`config.mk`:
```
export PLATFORM = sky130hd
export DESIGN_NAME = array_loader
export DESIGN_NICKNAME = d
export VERILOG_FILES = /design/src/rtl/array_loader.sv
export SDC_FILE = /design/constraint.sdc
export NUM_CORES = 1
export LEC_CHECK = 0
export ABC_CLOCK_PERIOD_IN_PS = 3300
export BUFFER_PORTS_ARGS = -buffer_cell sky130_fd_sc_hd__buf_4
export CORE_ASPECT_RATIO = 2
export CORE_UTILIZATION = 47
export DETAILED_ROUTE_END_ITERATION = 16
export PLACE_DENSITY = 0.83
export SYNTH_ARGS = -nofsm -noshare
export SYNTH_HDL_FRONTEND = slang
export SYNTH_SLANG_ARGS = --single-unit
```
`constraint.sdc`:
```
create_clock -name Clk -period 3.3 [get_ports Clk]
set_input_delay 0.165 -clock Clk [delete_from_list [all_inputs] [get_ports Clk]]
set_output_delay 0.165 -clock Clk [all_outputs]
set_load 0.03 [all_outputs]
```
`src/rtl/array_loader.sv`:
```
// Array loader: collects 16 bytes into the M_out image, pulses Start, waits for a fresh finder Done.
// Latency: Start one cycle after the 16th byte edge; Din_Ready one cycle after the qualifying Done edge.
// Backpressure: Din_Ready low outside FILL and while Flush is high; Din is only consumed in FILL.
module array_loader (
   input  logic         Clk,
   input  logic         Reset,
   input  logic [7:0]   Din,
   input  logic         Din_Valid,
   output logic         Din_Ready,
   input  logic         Flush,
   output logic [127:0] M_out,
   output logic         Start,
   input  logic         Done,
   output logic         Qf,
   output logic         Qs,
   output logic         Qw,
   output logic [3:0]   Byte_cnt,
   output logic [7:0]   Array_cnt
);

   typedef enum logic [1:0] {
      S_FILL  = 2'd0,
      S_START = 2'd1,
      S_WAIT  = 2'd2
   } state_t;

   state_t         r_state;
   state_t         w_next_state;
   logic [127:0]   r_m;
   logic [3:0]     r_byte_cnt;
   logic [7:0]     r_array_cnt;
   logic           r_seen_low;
   logic           w_din_ready;
   logic           w_start;
   logic           w_xfer;
   logic           w_wait_exit;

   // A byte is accepted only in FILL with no flush pending.
   assign w_xfer      = (r_state == S_FILL) && Din_Valid && !Flush;
   // A Done that was already high before the finder ran must not end WAIT;
   // require a low sample first.
   assign w_wait_exit = (r_state == S_WAIT) && Done && r_seen_low;

   // State register.
   always_ff @(posedge Clk or negedge Reset) begin
      if (!Reset) begin
         r_state <= S_FILL;
      end else begin
         r_state <= w_next_state;
      end
   end

   // Next-state and handshake outputs.
   always_comb begin
      w_next_state = r_state;
      w_din_ready  = 1'b0;
      w_start      = 1'b0;
      case (r_state)
         S_FILL: begin
            w_din_ready = !Flush;
            if (w_xfer && (r_byte_cnt == 4'd15)) begin
               w_next_state = S_START;
            end
         end
         S_START: begin
            w_start      = 1'b1;
            w_next_state = S_WAIT;
         end
         S_WAIT: begin
            if (w_wait_exit) begin
               w_next_state = S_FILL;
            end
         end
         default: begin
            w_next_state = S_FILL;
         end
      endcase
   end

   // Array image, write index, completed-array count and the Done-low tracker.
   always_ff @(posedge Clk or negedge Reset) begin
      if (!Reset) begin
         r_m         <= '0;
         r_byte_cnt  <= 4'd0;
         r_array_cnt <= 8'd0;
         r_seen_low  <= 1'b0;
      end else begin
         case (r_state)
            S_FILL: begin
               if (Flush) begin
                  r_byte_cnt <= 4'd0;
               end else if (Din_Valid) begin
                  r_m[{r_byte_cnt, 3'b000} +: 8] <= Din;
                  // Natural 4-bit wrap leaves the index at 0 for the next array.
                  r_byte_cnt <= r_byte_cnt + 4'd1;
               end
            end
            S_WAIT: begin
               if (w_wait_exit) begin
                  r_seen_low  <= 1'b0;
                  r_array_cnt <= r_array_cnt + 8'd1;
               end else if (!Done) begin
                  r_seen_low <= 1'b1;
               end
            end
            default: begin
            end
         endcase
      end
   end

   assign Din_Ready = w_din_ready;
   assign Start     = w_start;
   assign M_out     = r_m;
   assign Byte_cnt  = r_byte_cnt;
   assign Array_cnt = r_array_cnt;
   assign Qf        = (r_state == S_FILL);
   assign Qs        = (r_state == S_START);
   assign Qw        = (r_state == S_WAIT);

endmodule

```
==> summary.md <==
| Metric | Value |
|---|---|
| Post-synthesis sequential area ratio | `0.612` |
| Cells after Synth | `395` |
| Post-DP HPWL | `10.8 mm` |
| CTS tree | `built` |
| Adder-Cell Fraction of Synth Area | `0.00855` |
| Final max-slew violation count | `0` |
| MaxCap Viol Count | `0` |
| Hold_sp | `Din[5]` |
| Max FO, Critical Path | `9` |
| Commonest non-fill, non-tap cell in the layout | `buf_4` |
| Synth Area in XOR/XNOR | `0.0105` |
| Core area | `12100 sq um` |
| DR iter-0 viols | `160` |
| Top post-synthesis cells by area | `dfrtp_1 61%, mux2_2 25%, and3_1 1.2%` |
| TritonRoute pass-1 iters | `4` |
| Worst path required time | `3.59 ns` |
| First-pass GRT wire length | `23.5 mm` |
| Crit path cell chain | `inv_1 -> ha_1 -> or2_2 -> o21ai_1 -> nand3_1 -> mux2_2` |
| YS warnings | `0` |
| Final setup fails | `0` |
| Worst vdd ir | `0.000408 V` |
| Vias | `3896` |
| Setup tns final | `0 ns` |
| Inserted Diodes | `0` |
| Number of synthesized flops with an enable pin | `0` |
| Final antenna-violating net count | `0` |
| Pin count of the biggest net entering global routing | `95` |
| Fraction of synthesis flops using an asynchronous set or reset pin | `1.00` |
| Mux contribution to synthesized area | `0.249` |
| Placed Cells | `682` |
| Final Net Count | `573` |
| Max_slew headroom | `0.416` |
| Min Clock Period, post-route | `2.60 ns` |
| Die Area | `12900 sq um` |
| Leakage | `0.00414 uW` |
| Power per cell area | `642 nW/um^2` |
| Crit path largest cell delay | `0.50 ns` |
| GPL Wtd Cong | `0.801` |
| GR Overflow Total | `0` |
| Min-Delay Path Class | `in -> reg` |
| Fmax | `385 MHz` |
| Clock buffer depth | `2` |
| Crit path launch | `Byte_cnt[1]` |
| Reg clk slew, reported paths | `0.06 ns` |
| Syn nets | `412` |
| WP data arrival | `2.89 ns` |
| Outcome | `complete, no violations` |
| Simple-Gate Fraction of Synth Area | `0.0802` |
| Tcrit/Tclk final | `0.788` |
| Post-cts gate resize count | `0` |
| Post-route insts no fill | `715` |
| CTS H-tree lvls | `4` |
| Worst reg-to-reg setup slack | `0.70 ns` |
| R2r endpoint | `M_out[99]` |
| Slowest cell on the critical path | `dfrtp_1` |
| IO Port Bufs | `157` |
| Vias/cell | `5.45` |
| Syn avg cell area | `14.8 sq um` |
| Mapped Area | `5850 sq um` |
| Crit Path Class | `reg -> reg` |
| Die Wd | `80.9 microns` |
| Critical path capture point type | `flop` |
| DRC errors left | `0` |
| Startpoint class of the critical path | `flop` |
| Initial Util | `0.483` |
| Root Buffer | `clkbuf_16` |
| # rows | `57` |
| Setup Skew | `0.00796 ns` |
| Largest family of logic cells by synthesized area | `multiplexers` |
| Slew @ Worst Pin | `0.873 ns` |
| I/O Pins | `158` |
| Yosys top cell area share | `0.612` |
| R2R cell count | `6` |
| Synthesized flop and latch total | `143` |
| Reg2reg start | `Byte_cnt[1]` |
| Clock Sinks | `143` |
| Skew-Pair Late Insertion Delay | `0.41 ns` |
| Most frequent cells in the layout | `160 x buf_4, 143 x dfrtp_1, 128 x mux2_2` |
| Initial antenna violation count | `0` |
| Crit path to | `M_out[99]` |
| Cts bufs inserted | `17` |
| Vias in the first global route | `4269` |
| Global Route Usage Sum | `0.251` |
| Compound-cell area share of the yosys netlist | `0.0222` |
| Library cells used by synthesis | `44` |
| Routed WL per cell | `21.1 microns` |
| Share of cells above drive strength 1 | `0.586` |
| Final Hold Fails | `0` |
| Die H | `160 microns` |
| Synth Flop Type | `dfrtp_1` |
| RSZ-0062 raised after global routing | `false` |
| Synth area leader | `dfrtp_1` |
| Final WL | `15.1 mm` |
| Synth-to-Final Area Change | `32.9%` |
[state kept, by name (all words and copies together) (netlist names)]
| name | flops |
|---|---|
| Array_cnt | 8 |
| Byte_cnt | 4 |
| r_state | 2 |
| M_out | 128 |
| r_seen_low | 1 |
[how the worst min path moves through the flow]
stage / to / slack [ns] / cells past startpoint
floorplan: Array_cnt[0] / -0.13 / 0
CTS: Byte_cnt[2] / 0.1 / 3
global route: M_out[32] / 0.10 / 2
global placement: Array_cnt[7] / 0.29 / 1
finish: M_out[85] / 0.11 / 2
detailed placement: M_out[28] / 0.30 / 1
[final cells by class]
cell class	instances	area [sq um]
fillers	925	4340
flip-flops and latches	143	3580
inverters	4	15.0
multi-input cells	227	2170
clock inverters	13	164
repair buffers	163	1230
clock buffers	18	439
well taps	147	184
[report_power, final]
group / leakage [uW] / internal (uW) / switching [uW]
Clock: 0.000293 / 1210 / 748
Combinational: 0.00188 / 379 / 648
Sequential: 0.00197 / 1900 / 116
[critical path, delay by kind of cell, from the launching register on]
| family | cells | cell delay, ns |
|---|---|---|
| muxes | 1 | 0.41 |
| AOI/OAI and AO/OA | 1 | 0.44 |
| adders and majority gates | 1 | 0.26 |
| buffers and inverters | 1 | 0.13 |
| and+or+nand+nor | 2 | 0.74 |
| DFF | 1 | 0.50 |
[metal layers]
layer  vias to the layer above  share of wire  GRT usage
li1                       1726              -          -
met5                         -              0          0
met4                         0          0.048      0.132
met1                      1991           0.36      0.271
met2                       134           0.56      0.443
met3                        45          0.031     0.0514
[stage by stage]
stage                     hold slack [ns]  utilization  worst slack, ns  power, uW  area (sq um)
final                               0.111        0.642            0.700       5000          7780
after CTS                          0.0968        0.642            0.700       5030          7780
after global placement              0.291        0.590            0.858       3020          7160
after floorplan                    -0.131            -            0.650       2660          5850
after detailed placement            0.305        0.590            0.718       3060          7160
after global routing                0.101        0.642            0.528       5180          7780
[synth_stat cells, types with 2 or more instances]
master    count
dfrtp_1     143
mux2_2      128
and3_1       11
clkbuf_1     10
nor2_1       10
and2_1        8
buf_1         8
nand3_1       8
nand2_1       7
o21ai_0       7
xnor2_1       5
ha_1          4
inv_1         4
nand4_1       4
and4_1        3
nand3_4       3
nand2b_1      2
nor4_2        2
o31ai_1       2
xor2_1        2
[repair_timing]
action / 4_1_cts / 5_1_grt
setup buffers: 0 / 0
hold endpoints to repair: 93 / 0
hold buffers: 2 / 0
[cells by family (layout without fill, tap and decap cells)]
family	after synthesis	after routing
mux	129	129
flops	143	143
xor+xnor	7	7
compound gates	17	17
simple gates	70	70
fa+ha+maj	4	4
buf+inv	25	198
Power figures use the tool's default switching activity.
